`config.mk`:
```
export PLATFORM = sky130hd
export DESIGN_NAME = ps2_host_tx_flat
export DESIGN_NICKNAME = d
export VERILOG_FILES = /design/src/rtl/ps2_pkg.sv /design/src/rtl/ps2_host_tx_if.sv /design/src/rtl/ps2_line_sync.sv /design/src/rtl/ps2_host_tx.sv /design/src/flat_wrapper.sv
export SDC_FILE = /design/constraint.sdc
export NUM_CORES = 1
export LEC_CHECK = 0
export BUFFER_PORTS_ARGS = -buffer_cell sky130_fd_sc_hd__buf_4
export CAP_MARGIN = 20
export CORE_MARGIN = 10
export CORE_UTILIZATION = 42
export CTS_CLUSTER_DIAMETER = 200
export CTS_CLUSTER_SIZE = 30
export DETAILED_ROUTE_END_ITERATION = 16
export GPL_TIMING_DRIVEN = 1
export PLACE_DENSITY_LB_ADDON = 0.2
export SYNTH_ARGS = -nofsm -noshare
export SYNTH_HDL_FRONTEND = slang
export SYNTH_SLANG_ARGS = --single-unit
```
`constraint.sdc`:
```
create_clock -name clk -period 3.95 [get_ports clk]
set_input_delay 0.79 -clock clk [delete_from_list [all_inputs] [get_ports clk]]
set_output_delay 0.79 -clock clk [all_outputs]
set_load 0.05 [all_outputs]
```
`src/rtl/ps2_pkg.sv`:
```
// Shared definitions for the PS/2 host transmitter and its line synchroniser.
// Contents: FSM state encoding, keyboard command bytes, device reply codes,
// and the odd-parity helper used when a command byte is accepted.
package ps2_pkg;

  typedef enum logic [2:0] {
    ST_IDLE      = 3'd0,
    ST_INHIBIT   = 3'd1,
    ST_REQ       = 3'd2,
    ST_WAIT_EDGE = 3'd3,
    ST_FRAME     = 3'd4,
    ST_WAIT_IDLE = 3'd5
  } state_t;

  localparam logic [7:0] PS2_CMD_SET_LED = 8'hED;
  localparam logic [7:0] PS2_CMD_RESET   = 8'hFF;
  localparam logic [7:0] PS2_CMD_ENABLE  = 8'hF4;

  localparam logic [7:0] PS2_SCAN_ACK    = 8'hFA;
  localparam logic [7:0] PS2_SCAN_RESEND = 8'hFE;

  // PS/2 frames use odd parity: the parity bit makes the count of ones odd.
  function automatic logic odd_parity(input logic [7:0] data);
    return ~^data;
  endfunction

endpackage

```
`src/rtl/ps2_host_tx_if.sv`:
```
// Command handshake between a controller and the PS/2 host transmitter.
//   tx_data/tx_valid : command byte and request (controller -> transmitter)
//   tx_ready         : transmitter idle, request will be accepted
//   done             : one-cycle end-of-transfer pulse
//   ack_ok/error     : transfer outcome, held until the next accept
interface ps2_host_tx_if;
  logic [7:0] tx_data;
  logic       tx_valid;
  logic       tx_ready;
  logic       done;
  logic       ack_ok;
  logic       error;

  modport master (output tx_data, tx_valid, input tx_ready, done, ack_ok, error);
  modport slave  (input tx_data, tx_valid, output tx_ready, done, ack_ok, error);
endinterface

```
`src/rtl/ps2_line_sync.sv`:
```
// Two-flop synchroniser for the raw PS2_CLK / PS2_DAT pads plus a one-cycle
// pulse on each synchronised 1->0 clock transition. Shared with the receiver.
//   clk_in/data_in : asynchronous pad inputs
//   clk_s/data_s   : synchronised line levels (reset to idle-high)
//   fall           : one-cycle pulse on a synchronised clock falling edge
module ps2_line_sync (
  input  logic clk,
  input  logic reset_n,
  input  logic clk_in,
  input  logic data_in,
  output logic clk_s,
  output logic data_s,
  output logic fall
);

  logic [1:0] clk_ff_r;
  logic [1:0] data_ff_r;
  logic       clk_prev_r;

  // Synchroniser chains and previous clock level for edge detection
  always_ff @(posedge clk or negedge reset_n) begin
    if (!reset_n) begin
      clk_ff_r   <= 2'b11;
      data_ff_r  <= 2'b11;
      clk_prev_r <= 1'b1;
    end else begin
      clk_ff_r   <= {clk_ff_r[0], clk_in};
      data_ff_r  <= {data_ff_r[0], data_in};
      clk_prev_r <= clk_ff_r[1];
    end
  end

  assign clk_s  = clk_ff_r[1];
  assign data_s = data_ff_r[1];
  assign fall   = clk_prev_r & ~clk_ff_r[1];

endmodule

```
`src/rtl/ps2_host_tx.sv`:
```
// PS/2 host-to-device transmitter: sends one command byte to the keyboard
// using the inhibit / request-to-send / device-clocked frame and checks the
// device ACK bit. Lines are open-drain, driven through pad enables.
//   clk, reset_n            : system clock, asynchronous active-low reset
//   bus (slave)             : command handshake and transfer result
//   rx_inhibit              : mutes the neighbouring receiver while busy
//   ps2_clk_in/ps2_data_in  : raw pads
//   ps2_clk_oe/ps2_data_oe  : 1 pulls the line low, 0 releases it
// Optional feature macro PS2_TX_RETRY_EN: on NACK or timeout, retry up to
// MAX_RETRY extra times before reporting the error.
module ps2_host_tx
  import ps2_pkg::*;
#(
  parameter int CLK_HZ      = 50_000_000,
  parameter int INHIBIT_CYC = 6000,
  parameter int START_TO    = 750_000,
  parameter int PKT_TO      = 100_000,
  parameter int MAX_RETRY   = 2
) (
  input  logic         clk,
  input  logic         reset_n,
  ps2_host_tx_if.slave bus,
  output logic         rx_inhibit,
  input  logic         ps2_clk_in,
  input  logic         ps2_data_in,
  output logic         ps2_clk_oe,
  output logic         ps2_data_oe
);

  logic clk_s, data_s, fall_s;

  ps2_line_sync u_sync (
    .clk     (clk),
    .reset_n (reset_n),
    .clk_in  (ps2_clk_in),
    .data_in (ps2_data_in),
    .clk_s   (clk_s),
    .data_s  (data_s),
    .fall    (fall_s)
  );

  state_t      state_r, state_n;
  logic [31:0] cnt_r, cnt_n;      // inhibit length, then start / packet timer
  logic [3:0]  k_r, k_n;          // device clock falls seen in this frame
  logic [7:0]  byte_r, byte_n;
  logic        par_r, par_n;
  logic        clk_oe_r, clk_oe_n;
  logic        data_oe_r, data_oe_n;
  logic        done_r, done_n;
  logic        ack_r, ack_n;
  logic        err_r, err_n;
  logic        fail_s, nack_s, retry_s;
`ifdef PS2_TX_RETRY_EN
  localparam logic [7:0] RETRY_LIM = 8'(MAX_RETRY);
  logic [7:0]  retry_r, retry_n;
`endif

  // Next-state and next-output logic
  always_comb begin
    state_n   = state_r;
    cnt_n     = cnt_r;
    k_n       = k_r;
    byte_n    = byte_r;
    par_n     = par_r;
    clk_oe_n  = clk_oe_r;
    data_oe_n = data_oe_r;
    done_n    = 1'b0;
    ack_n     = ack_r;
    err_n     = err_r;
    fail_s    = 1'b0;
    nack_s    = 1'b0;
`ifdef PS2_TX_RETRY_EN
    retry_n   = retry_r;
`endif

    case (state_r)
      ST_IDLE: begin
        clk_oe_n  = 1'b0;
        data_oe_n = 1'b0;
        // Accepting even mid device-frame is safe: the device resends later.
        if (bus.tx_valid) begin
          byte_n   = bus.tx_data;
          par_n    = odd_parity(bus.tx_data);
          ack_n    = 1'b0;
          err_n    = 1'b0;
          cnt_n    = 32'd0;
          clk_oe_n = 1'b1;
          state_n  = ST_INHIBIT;
`ifdef PS2_TX_RETRY_EN
          retry_n  = 8'd0;
`endif
        end else begin
          state_n = ST_IDLE;
        end
      end
      ST_INHIBIT: begin
        cnt_n = cnt_r + 32'd1;
        // Start bit goes out on the final inhibit cycle, before clock release.
        if (cnt_r >= 32'(INHIBIT_CYC - 2)) data_oe_n = 1'b1;
        else                              data_oe_n = 1'b0;
        if (cnt_r == 32'(INHIBIT_CYC - 1)) begin
          clk_oe_n = 1'b0;
          state_n  = ST_REQ;
        end else begin
          clk_oe_n = 1'b1;
        end
      end
      ST_REQ: begin
        cnt_n   = 32'd0;
        state_n = ST_WAIT_EDGE;
      end
      ST_WAIT_EDGE: begin
        if (fall_s) begin
          k_n       = 4'd1;
          data_oe_n = ~byte_r[0];
          cnt_n     = 32'd0;
          state_n   = ST_FRAME;
        end else if (cnt_r == 32'(START_TO - 1)) begin
          fail_s = 1'b1;
        end else begin
          cnt_n = cnt_r + 32'd1;
        end
      end
      ST_FRAME: begin
        cnt_n = cnt_r + 32'd1;
        if (fall_s) begin
          k_n = k_r + 4'd1;
          // k_r is the count before this fall; the new fall is k_r + 1.
          case (k_r)
            4'd1, 4'd2, 4'd3, 4'd4, 4'd5, 4'd6, 4'd7: data_oe_n = ~byte_r[k_r[2:0]];
            4'd8:    data_oe_n = ~par_r;
            4'd9:    data_oe_n = 1'b0;
            4'd10: begin
              if (!data_s) begin
                ack_n   = 1'b1;
                state_n = ST_WAIT_IDLE;
              end else begin
                nack_s = 1'b1;
              end
            end
            default: data_oe_n = 1'b0;
          endcase
        end else if (cnt_r == 32'(PKT_TO - 1)) begin
          fail_s = 1'b1;
        end else begin
          k_n = k_r;
        end
      end
      ST_WAIT_IDLE: begin
        cnt_n = cnt_r + 32'd1;
        if (clk_s && data_s) begin
          done_n  = 1'b1;
          state_n = ST_IDLE;
        end else if (cnt_r == 32'(PKT_TO - 1)) begin
          fail_s = 1'b1;
        end else begin
          state_n = ST_WAIT_IDLE;
        end
      end
      default: begin
        clk_oe_n  = 1'b0;
        data_oe_n = 1'b0;
        state_n   = ST_IDLE;
      end
    endcase

`ifdef PS2_TX_RETRY_EN
    retry_s = (fail_s || nack_s) && (retry_r < RETRY_LIM);
`else
    retry_s = 1'b0;
`endif

    // Failed attempt: restart the same byte, or give up and report error
    if (retry_s) begin
      state_n   = ST_INHIBIT;
      cnt_n     = 32'd0;
      clk_oe_n  = 1'b1;
      data_oe_n = 1'b0;
      ack_n     = 1'b0;
`ifdef PS2_TX_RETRY_EN
      retry_n   = retry_r + 8'd1;
`endif
    end else if (fail_s || nack_s) begin
      err_n     = 1'b1;
      ack_n     = 1'b0;
      clk_oe_n  = 1'b0;
      data_oe_n = 1'b0;
      if (fail_s) begin
        done_n  = 1'b1;
        state_n = ST_IDLE;
      end else begin
        state_n = ST_WAIT_IDLE;
      end
    end else begin
      err_n = err_n;
    end
  end

  // State and registered outputs; reset releases both lines at once
  always_ff @(posedge clk or negedge reset_n) begin
    if (!reset_n) begin
      state_r   <= ST_IDLE;
      cnt_r     <= 32'd0;
      k_r       <= 4'd0;
      byte_r    <= 8'd0;
      par_r     <= 1'b0;
      clk_oe_r  <= 1'b0;
      data_oe_r <= 1'b0;
      done_r    <= 1'b0;
      ack_r     <= 1'b0;
      err_r     <= 1'b0;
`ifdef PS2_TX_RETRY_EN
      retry_r   <= 8'd0;
`endif
    end else begin
      state_r   <= state_n;
      cnt_r     <= cnt_n;
      k_r       <= k_n;
      byte_r    <= byte_n;
      par_r     <= par_n;
      clk_oe_r  <= clk_oe_n;
      data_oe_r <= data_oe_n;
      done_r    <= done_n;
      ack_r     <= ack_n;
      err_r     <= err_n;
`ifdef PS2_TX_RETRY_EN
      retry_r   <= retry_n;
`endif
    end
  end

  assign bus.tx_ready = (state_r == ST_IDLE);
  assign rx_inhibit   = (state_r != ST_IDLE);
  assign bus.done     = done_r;
  assign bus.ack_ok   = ack_r;
  assign bus.error    = err_r;
  assign ps2_clk_oe   = clk_oe_r;
  assign ps2_data_oe  = data_oe_r;

endmodule

```
`src/flat_wrapper.sv`:
```
// flat-port wrapper written by rule: the top's interface ports become plain ports
module ps2_host_tx_flat import ps2_pkg::*;
#(
  parameter int CLK_HZ      = 50_000_000,
  parameter int INHIBIT_CYC = 6000,
  parameter int START_TO    = 750_000,
  parameter int PKT_TO      = 100_000,
  parameter int MAX_RETRY   = 2
)
  (clk, reset_n, rx_inhibit, ps2_clk_in, ps2_data_in, ps2_clk_oe, ps2_data_oe, bus_tx_data, bus_tx_valid, bus_tx_ready, bus_done, bus_ack_ok, bus_error);
  ps2_host_tx_if bus_i ();
  input  logic clk;
  input  logic reset_n;
  output logic rx_inhibit;
  input  logic ps2_clk_in;
  input  logic ps2_data_in;
  output logic ps2_clk_oe;
  output logic ps2_data_oe;
  input wire logic [$bits(bus_i.tx_data)-1:0] bus_tx_data;
  input wire logic [$bits(bus_i.tx_valid)-1:0] bus_tx_valid;
  output wire logic [$bits(bus_i.tx_ready)-1:0] bus_tx_ready;
  output wire logic [$bits(bus_i.done)-1:0] bus_done;
  output wire logic [$bits(bus_i.ack_ok)-1:0] bus_ack_ok;
  output wire logic [$bits(bus_i.error)-1:0] bus_error;
  assign bus_i.tx_data = bus_tx_data;
  assign bus_i.tx_valid = bus_tx_valid;
  assign bus_tx_ready = bus_i.tx_ready;
  assign bus_done = bus_i.done;
  assign bus_ack_ok = bus_i.ack_ok;
  assign bus_error = bus_i.error;
  ps2_host_tx #(.CLK_HZ(CLK_HZ), .INHIBIT_CYC(INHIBIT_CYC), .START_TO(START_TO), .PKT_TO(PKT_TO), .MAX_RETRY(MAX_RETRY)) u_core (.clk(clk), .reset_n(reset_n), .bus(bus_i), .rx_inhibit(rx_inhibit), .ps2_clk_in(ps2_clk_in), .ps2_data_in(ps2_data_in), .ps2_clk_oe(ps2_clk_oe), .ps2_data_oe(ps2_data_oe));
endmodule
```
Word level (Yosys, flattened, before mapping)
Cells that the tools add are included.
{"block": "totals", "ff_bits": 58, "in_bits": 13, "output_inout_bits": 7, "wordCells": 126}
{"block": "op_classes", "addsub": 2, "magnitude_cmp": 2, "eq_ne": 31, "n_mux": 52, "n_bitwise": 5, "n_reduce_logical": 21}
{"operator": "one-hot mux 32 bit (4 select lines)", "n": 1}
{"operator": "two-way mux 32 bit", "n": 3}
{"operator": "adder 32 x 1 -> 32 bit, second input constant", "n": 1}
{"operator": "equality test 32 x 13 -> 1 bit, second input constant", "n": 1}
{"operator": "equality test 32 x 17 -> 1 bit, second input constant", "n": 1}
{"operator": "equality test 32 x 20 -> 1 bit, second input constant", "n": 1}
{"operator": "greater-or-equal comparator 32 x 13 -> 1 bit, second input constant", "n": 1}
{"operator": "two-way mux 1 bit", "n": 29}
{"operator": "two-way mux 3 bit", "n": 9}
{"operator": "one-hot mux 3 bit (6 select lines)", "n": 1}
{"operator": "equality test 4 x 3 -> 1 bit, second input constant", "n": 4}
{"operator": "inequality test 3 x 2 -> 1 bit, second input constant", "n": 5}
{"operator": "inequality test 3 x 1 -> 1 bit, second input constant", "n": 3}
{"operator": "one-hot mux 1 bit (3 select lines)", "n": 3}
{"operator": "equality test 4 x 2 -> 1 bit, second input constant", "n": 2}
{"operator": "equality test 4 bit, second input constant", "n": 2}
{"operator": "two-way mux 4 bit", "n": 2}
{"operator": "inequality test 2 x 1 -> 1 bit, second input constant", "n": 4}
{"operator": "one-hot mux 4 bit (2 select lines)", "n": 1}
{"operator": "XNOR reduction 8 bit", "n": 1}
{"operator": "OR reduction 7 bit", "n": 1}
{"operator": "equality test 3 x 2 -> 1 bit, second input constant", "n": 2}
{"operator": "equality test 3 bit, second input constant", "n": 2}
{"operator": "AND reduction 3 bit", "n": 2}
{"operator": "24 further kinds", "n": 31}

Depth between registers and ports, before layout
Gate-level depths: netlist (run 1).
{"block": "logic_depth", "depth_word": 7, "depth_mapped": 9, "depth_no_buf": 7}

By module
A second synthesis (run 1) with hierarchy kept.
{"block": "unflattened", "cells_unflattened": 387, "hier_area_um2": 3498.4}
{"module": "ps2_host_tx", "instances": 1, "cells_each": 381, "area_per_inst_um2": 3353.2, "seq_area_each_um2": 1326.3}
{"module": "ps2_line_sync", "instances": 1, "cells_each": 6, "area_per_inst_um2": 145.1, "seq_area_each_um2": 131.4}

Worst setup path before layout (run 1)
Ideal clock, no wire load.
{"block": "synth_timing", "path_type": "register -> register", "from": "reg u_core.state_r[2]", "to": "reg u_core.cnt_r[17]", "setup_time_ns": 0.085, "arrival_ns": 2.438, "required_ns": 3.865, "path_slack_ns": 1.428, "stages_incl_launch_ff": 10, "path_buffers": 3, "period_less_slack_ns": 2.522, "path_cell_list": "dfrtp_1 buf_2 nor2_1 nand2_1 inv_1 a21o_1 buf_2 buf_1 a211oi_1 o22ai_1"}
{"block": "synth_via", "elab_cells_between_ends": 12, "classes_between": "7 x eq/ne; 1 x mux; 4 x reduce/logical"}
{"element": "start, declared", "line": "ps2_host_tx.sv:42", "source": "state_t state_r, state_n;"}
{"element": "start signal, assigned", "line": "ps2_host_tx.sv:216", "source": "state_r <= state_n;"}
{"element": "logical NOT 3 bit *"}
{"element": "named net bus_tx_ready", "line": "flat_wrapper.sv:21", "source": "output wire logic [$bits(bus_i.tx_ready)-1:0] bus_tx_ready;"}
{"element": "inequality test 2 bit (no source line) / nonzero test 4 bit (equally long branches)"}
{"element": "AND reduction 3 bit (no source line)"}
{"element": "end signal, assigned", "line": "ps2_host_tx.sv:217", "source": "cnt_r <= cnt_n;"}
{"element": "end, declared", "line": "ps2_host_tx.sv:43", "source": "logic [31:0] cnt_r, cnt_n;"}
Mark *: on every way through the listed nets, which the timed path passes. The rest lies on a longest branch.
A chain may end at the register's enable or synchronous reset.

Worst setup path after layout (run 1)
{"block": "layout_timing", "from": "reg u_core.cnt_r[4]", "to": "reg u_core.cnt_r[31]"}
{"block": "layout_via", "elab_chain_len": 4, "elab_cells_between_ends": 7, "classes_between": "1 x add/sub; 2 x eq/ne; 3 x mux; 1 x reduce/logical"}
{"element": "adder 32 x 1 -> 32 bit"}
{"element": "two-way mux 32 bit", "line": "ps2_host_tx.sv:118", "source": "end else if (cnt_r == 32'(START_TO - 1)) begin"}
{"element": "two-way mux 32 bit", "line": "ps2_host_tx.sv:113", "source": "if (fall_s) begin"}
{"element": "one-hot mux 32 bit (4 select lines)", "line": "ps2_host_tx.sv:76", "source": "case (state_r)"}
Parallel ways exist; a longest one is shown, timed or not. The select of a mux whose other input is x is not followed.

==> results of run 1 <==
[metal layers]
| metal | up-vias | global-route usage [%] | wire [um] |
|---|---|---|---|
| li1 | 1568 | - | - |
| met1 | 1626 | 20.54 | 4565 |
| met2 | 91 | 21.92 | 4380 |
| met3 | 12 | 3.646 | 445 |
| met4 | 0 | 5.116 | 127 |
| met5 | - | 0 | 0 |
[power groups by stage]
stage	clock, mW	sequential, mW	combinational (mW)
after floorplan	0	0.611	0.0161
after global placement	0	0.612	0.0415
after detailed placement	0	0.611	0.0421
after CTS	0.649	0.600	0.0421
after global routing	0.673	0.600	0.0462
final	0.634	0.600	0.0407
[per-stage QoR]
step | worst slack [ps] | hold slack [ps] | cell area, sq um | util, %
floorplan | 1428 | 345.2 | 3784 | -
global placement | 1249 | 354.3 | 3949 | 45.06
detailed placement | 1222 | 348.1 | 3949 | 45.06
CTS | 1198 | 355.7 | 4177 | 47.66
global route | 996.8 | 364.9 | 4177 | 47.66
finish | 1124 | 359.5 | 4177 | 47.66
[path summary, 6_finish.rpt]
kind | startpoint | endpoint | depth (start not counted) | slack [ps]
max in group asynchronous | reset_n | u_core.cnt_r[25]$_DFFE_PN0P_ | 1 | 2960
worst max register to register | u_core.cnt_r[4]$_DFFE_PN0P_ | u_core.cnt_r[31]$_DFFE_PN0P_ | 5 | 1120
worst max-delay path | u_core.cnt_r[4]$_DFFE_PN0P_ | u_core.cnt_r[31]$_DFFE_PN0P_ | 5 | 1120
worst min-delay path | u_core.u_sync.clk_ff_r[0]$_DFF_PN1_ | u_core.u_sync.clk_ff_r[1]$_DFF_PN1_ | 0 | 360
worst min register to register | u_core.u_sync.clk_ff_r[0]$_DFF_PN1_ | u_core.u_sync.clk_ff_r[1]$_DFF_PN1_ | 0 | 360
min in group asynchronous | reset_n | u_core.par_r$_DFFE_PN0P_ | 1 | 500
[flip-flops by register name, indices dropped and copies added (netlist names), 2 cells and up]
signal / cells
u_core.u_sync.clk_ff_r: 2
u_core.u_sync.data_ff_r: 2
u_core.state_r: 3
u_core.byte_r: 8
u_core.k_r: 4
u_core.cnt_r: 32
[kinds of logic (layout without fill, tap and decap cells)]
group                    after synthesis  after routing
AO/OA/AOI/OAI                        101            101
adder cells (fa/ha/maj)                9              9
XOR/XNOR                               9              9
multiplexers                          14             14
flip-flops                            58             58
AND/OR/NAND/NOR                      173            173
buffers and inverters                 50             59
[final cells by class]
class                           instances  share of cell area [%]
Multi-Input combinational cell        306                   50.48
Clock inverter                          6                   2.157
Tap cell                              108                   3.235
Sequential cell                        58                   34.90
Clock buffer                           10                   3.295
Inverter                               20                   1.797
Timing Repair Buffer                   23                   4.134
[critical path, stage by stage, from the launching register on]
cell     delay [ps]
dfrtp_1         550
nand3_4         170
nor3_1          740
nand4_1         520
or4_1           630
a21oi_2         140
[cell usage in the layout, fill, tap and decap left out, types with 11 or more instances in the layout]
cell and count:
nand4_1 12, inv_1 19, o21ai_0 19, buf_4 23, nor3_1 17, dfrtp_1 53, nor2_1 24, or3_1 11
nand2_1 31, nand3_1 18
==> impl_metrics.py, run 1 <==
metrics = {
    "floorplan": {
        "die_w_um": 114.9,
        "fp.dieArea_sq_mm": 0.01321,
        "coreArea_sq_mm": 0.008763,
        "initial_core_util_pct": 43.18,
        "io_pins": 20,
        "die_h_um": 114.9,
        "rows": 34,
    },
    "grt": {
        "grt_usage_pct": 14.81,
        "grt_start_max_net_pins": 59,
        "antenna_found_initial": 0,
        "grt_pass1_vias": 3082,
        "grt_pass1_wl_um": 15880,
        "grt-ovfl-total": 0,
    },
    "worst_setup_path": {
        "path_class": "flop to flop",
        "worstSetupStartpointType": "flop",
        "worstPathArrival_ps": 3100,
        "required_ps": 4220,
        "endpoint_kind": "flop",
        "cp_max_fo": 12,
    },
    "pwr": {
        "p_leak_nw": 1.658,
        "pwr_density_cell_mw_per_mm2": 305.3,
        "peakVddDrop_uv": 168.1,
        "clock_power_share_pct": 49.7,
        "pwr-share-comb_pct": 3.2,
        "p_sw_share_pct": 22.51,
        "p_int_mw": 0.9882,
        "seq_power_share_pct": 47.1,
        "power_switching_mw": 0.2870,
        "total_power_mw": 1.275,
    },
    "drt": {
        "num_vias": 3297,
        "drtIter0Drc": 245,
        "dr.pass1.iters": 5,
        "ant_nets": 0,
        "wl_per_cell_um": 17.92,
        "routed_wl_um": 9518,
        "viasPerCell": 6.209,
        "drc_errors": 0,
    },
    "clock_network": {
        "cts-root-buf": "clkbuf_8",
        "clk_pin_slew_ps": 70,
        "clockBufferDepth": 2,
        "cts.sinks": 58,
        "tritoncts": "done",
        "cts_hold_buffers": 0,
        "cts-buffers-inserted": 9,
        "post_cts_buffers": 0,
        "cts_max_level": 3,
        "ctsResizeCount": 0,
        "insertion_delay_ps": 350,
    },
    "timing": {
        "hold_viol": 0,
        "tns_ps": 0,
        "worst_pin_slew_ps": 1015,
        "finalClockSkew_ps": 10.67,
        "finalMaxSlewViolations": 0,
        "timing.final.crit_period_ps": 2826,
        "fmaxAchievable_mhz": 353.8,
        "setup_viol": 0,
        "relSlewSlack_pct": 31.99,
        "rsz0062_at_grt": "false",
        "timing.final.crit_share_pct": 71.55,
    },
    "placed_design": {
        "placedCellCount": 515,
        "gp_congestion": 0.8748,
        "port_buffers": 19,
        "dpl.hpwl_um": 6818,
    },
    "synthesis": {
        "synth-main-ff-cell": "dfrtp_1",
        "ys_seq_elements": 58,
        "synth_xor_area_share_pct": 2.083,
        "synth_top_area_cell": "dfrtp_1",
        "synth_top_area_share_pct": 35.05,
        "synth_area_sq_mm": 0.003784,
        "syn_avg_cell_area_sq_um": 9.139,
        "synth_top_family_by_area": "simple AND/OR/NAND/NOR gates",
        "synth_compound_area_share_pct": 19.31,
        "synth.yosys.seq_area_share_pct": 38.53,
        "synth_commonest_cells": "dfrtp_1, nand2_1, nor2_1",
        "synthSimpleGateAreaFrac_pct": 26.55,
        "synth_warnings": 0,
        "yosysMostFrequentCell": "dfrtp_1",
        "synthMuxAreaShare_pct": 4.663,
        "synth_cells": 414,
        "async_reset_ff_share_pct": 100.0,
        "synth-edff-count": 0,
        "ys_top_cells_by_area": "dfrtp_1, dfstp_2, nand2_1",
        "synthAdderAreaFrac_pct": 2.976,
        "yosysUniqueCellTypes": 64,
        "mappedNetlistNets": 436,
    },
    "outcome": {
        "status": "finished clean",
    },
    "final_layout": {
        "fillers": 862,
        "area_delta_synth_final_pct": 10.38,
        "drive_gt1_share_pct": 18.44,
        "regArea_sq_mm": 0.001458,
        "nets": 440,
        "antennaDiodeCount": 0,
        "final_cells": 531,
        "multi_input_area_sq_mm": 0.002108,
    },
    "job": {
        "drv_cap": 0,
    },
    "min_path": {
        "hp-class": "flop to flop",
    },
}
Power figures use the tool's default switching activity.
==> run 2: changes to the inputs <==
==> constraint.sdc (replaced) <==
create_clock -name clk -period 2.4 [get_ports clk]
set_input_delay 0.48 -clock clk [delete_from_list [all_inputs] [get_ports clk]]
set_output_delay 0.48 -clock clk [all_outputs]
set_load 0.05 [all_outputs]
==> run 2 against run 1 <==
Net effect: cell count increased by 5.6%; power increased by 60%; global-route usage increased by 0.40 points; non-clock buffer count increased by 30; sequential cell count unchanged; setup slack got worse by 970 ps; utilization increased by 2.5 points; highest routed layer unchanged.
==> impl_metrics.py, run 2 (same netlist as run 1, synthesis figures left out) <==
metrics = {
    "worst_setup_path": {
        "cp_max_fo": 6,
        "crit_chain": "ha_1 -> buf_4 -> nand2_1 -> or3_1 -> or4_1 -> or4_1 -> mux2i_1",
        "required_ps": 2660,
        "worstPathArrival_ps": 2510,
        "path_class": "flop to flop",
        "worstSetupStartpointType": "flop",
        "crit_path_frequent_cell": "or4_1",
        "slowest_delay_ps": 430,
        "rr_worst_depth": 7,
        "crit_end": "u_core.cnt_r[16]$_DFFE_PN0P_",
        "slowest_stage": "dfrtp_1",
        "endpoint_kind": "flop",
        "rrSetupSlack_ps": 150,
        "startpoint": "u_core.cnt_r[1]$_DFFE_PN0P_",
        "rr_startpoint": "u_core.cnt_r[1]$_DFFE_PN0P_",
        "r2r_end": "u_core.cnt_r[16]$_DFFE_PN0P_",
    },
    "timing": {
        "timing.final.crit_share_pct": 93.73,
        "finalClockSkew_ps": 14.12,
        "setup_viol": 0,
        "tns_ps": 0,
        "hold_viol": 0,
        "relSlewSlack_pct": 51.10,
        "timing.final.crit_period_ps": 2250,
        "rsz0062_at_grt": "false",
        "finalMaxSlewViolations": 0,
        "fmaxAchievable_mhz": 444.5,
        "worst_pin_slew_ps": 733.5,
    },
    "floorplan": {
        "rows": 34,
        "die_h_um": 114.9,
        "io_pins": 20,
        "die_w_um": 114.9,
        "coreArea_sq_mm": 0.008763,
        "fp.dieArea_sq_mm": 0.01321,
        "initial_core_util_pct": 43.18,
    },
    "clock_network": {
        "insertion_delay_ps": 350,
        "cts_hold_buffers": 0,
        "clk_pin_slew_ps": 70,
        "tritoncts": "done",
        "cts_max_level": 3,
        "cts-buffers-inserted": 9,
        "clockBufferDepth": 2,
        "cts.sinks": 58,
        "cts-root-buf": "clkbuf_8",
    },
    "pwr": {
        "total_power_mw": 2.036,
        "pwr_density_cell_mw_per_mm2": 462.9,
        "p_leak_nw": 1.784,
        "peakVddDrop_uv": 301.9,
    },
    "final_layout": {
        "nets": 470,
        "largest-register": "u_core.cnt_r",
        "reg_top3": "u_core.cnt_r (32), u_core.byte_r (8), u_core.k_r (4)",
        "mostFrequentLayoutCell": "buf_4",
        "fin_util_pct": 50.19,
        "antennaDiodeCount": 0,
        "fillers": 855,
        "drive_gt1_share_pct": 24.28,
        "mostFrequentLayoutCells": "buf_4, dfrtp_1, nand2_1",
        "largest_reg_flops": 32,
        "area_delta_synth_final_pct": 16.24,
    },
    "grt": {
        "met3_usage_pct": 3.073,
        "use_met2_pct": 22.48,
        "grt-ovfl-total": 0,
        "grt_usage_pct": 15.21,
        "grt_pass1_wl_um": 16410,
        "busiest_layer": "met2",
        "grt_start_max_net_pins": 59,
        "grt_use_met1_pct": 21.12,
        "grt_pass1_vias": 3213,
        "antenna_found_initial": 0,
    },
    "drt": {
        "wl_per_cell_um": 17.56,
        "drc_errors": 0,
        "dr.pass1.iters": 5,
        "drtIter0Drc": 200,
        "routed_wl_um": 9849,
        "ant_nets": 0,
        "viasPerCell": 5.925,
        "num_vias": 3324,
    },
    "outcome": {
        "status": "finished clean",
    },
    "placed_design": {
        "gp_congestion": 0.9086,
        "port_buffers": 19,
        "dpl.hpwl_um": 7327,
    },
    "job": {
        "drv_cap": 0,
    },
    "min_path": {
        "hp-class": "primary input to async pin",
    },
}
## run 2: metal layers
metal  share of wire, %  vias to the layer above
met2                 45                       89
met4                2.1                        0
met1                 48                     1605
li1                   -                     1612
met3                4.9                       18
met5                  0                        -
## run 2: what timing repair did
| item | 4_1_cts | 5_1_grt |
|---|---|---|
| gates resized for setup | 0 | 2 |
| buffers inserted | 0 | 1 |
| endpoints found under the setup margin | 0 | 7 |
## run 2: cell type report
type	count	area [sq um]	share of cell area, %
clock inverter	6	82.58	1.878
sequential	58	1459	33.17
inverter	20	78.83	1.792
timing repair buffer	53	397.9	9.047
clock buffer	10	127.6	2.902
tap	108	135.1	3.073
multi-input combinational	306	2117	48.14
## run 2: per-stage QoR
stage | hold slack, ps | worst slack, ps | area [sq um] | std cells
4_1_cts | 216.7 | 35.87 | 4383 | 560
6_report | 179.1 | 150.5 | 4398 | 561
3_3_place_gp | 346.6 | 97.02 | 4173 | 544
3_5_place_dp | 350.4 | 52.50 | 4173 | 544
2_1_floorplan | 184.4 | 8.086 | 3790 | 414
5_1_grt | 229.0 | 13.34 | 4398 | 561
## run 2: worst min path at each step
stage	startpoint	end	slack [ps]	cells past startpoint
global route	ps2_clk_in	u_core.u_sync.clk_ff_r[0]$_DFF_PN1_	230	1
floorplan	reset_n	u_core.bus.ack_ok$_DFFE_PN0P_	180	0
global placement	u_core.u_sync.data_ff_r[0]$_DFF_PN1_	u_core.u_sync.data_ff_r[1]$_DFF_PN1_	350	0
finish	reset_n	u_core.k_r[0]$_DFFE_PN0P_	180	1
detailed placement	u_core.u_sync.data_ff_r[0]$_DFF_PN1_	u_core.u_sync.data_ff_r[1]$_DFF_PN1_	350	0
CTS	reset_n	u_core.k_r[0]$_DFFE_PN0P_	220	1
## run 2: critical path: cells and delay by family, from the launching register on
| family | cells | cell delay (ps) |
|---|---|---|
| muxes | 1 | 150 |
| buffers and inverters | 1 | 130 |
| adders and majority gates | 1 | 190 |
| DFF | 1 | 430 |
| and+or+nand+nor | 4 | 1270 |
## run 2: where the power goes
group	switching [mW]	internal, mW	total [mW]
sequential	0.00324	0.985	0.988
clock	0.399	0.579	0.977
combinational	0.0404	0.0296	0.0700
total	0.442	1.59	2.04
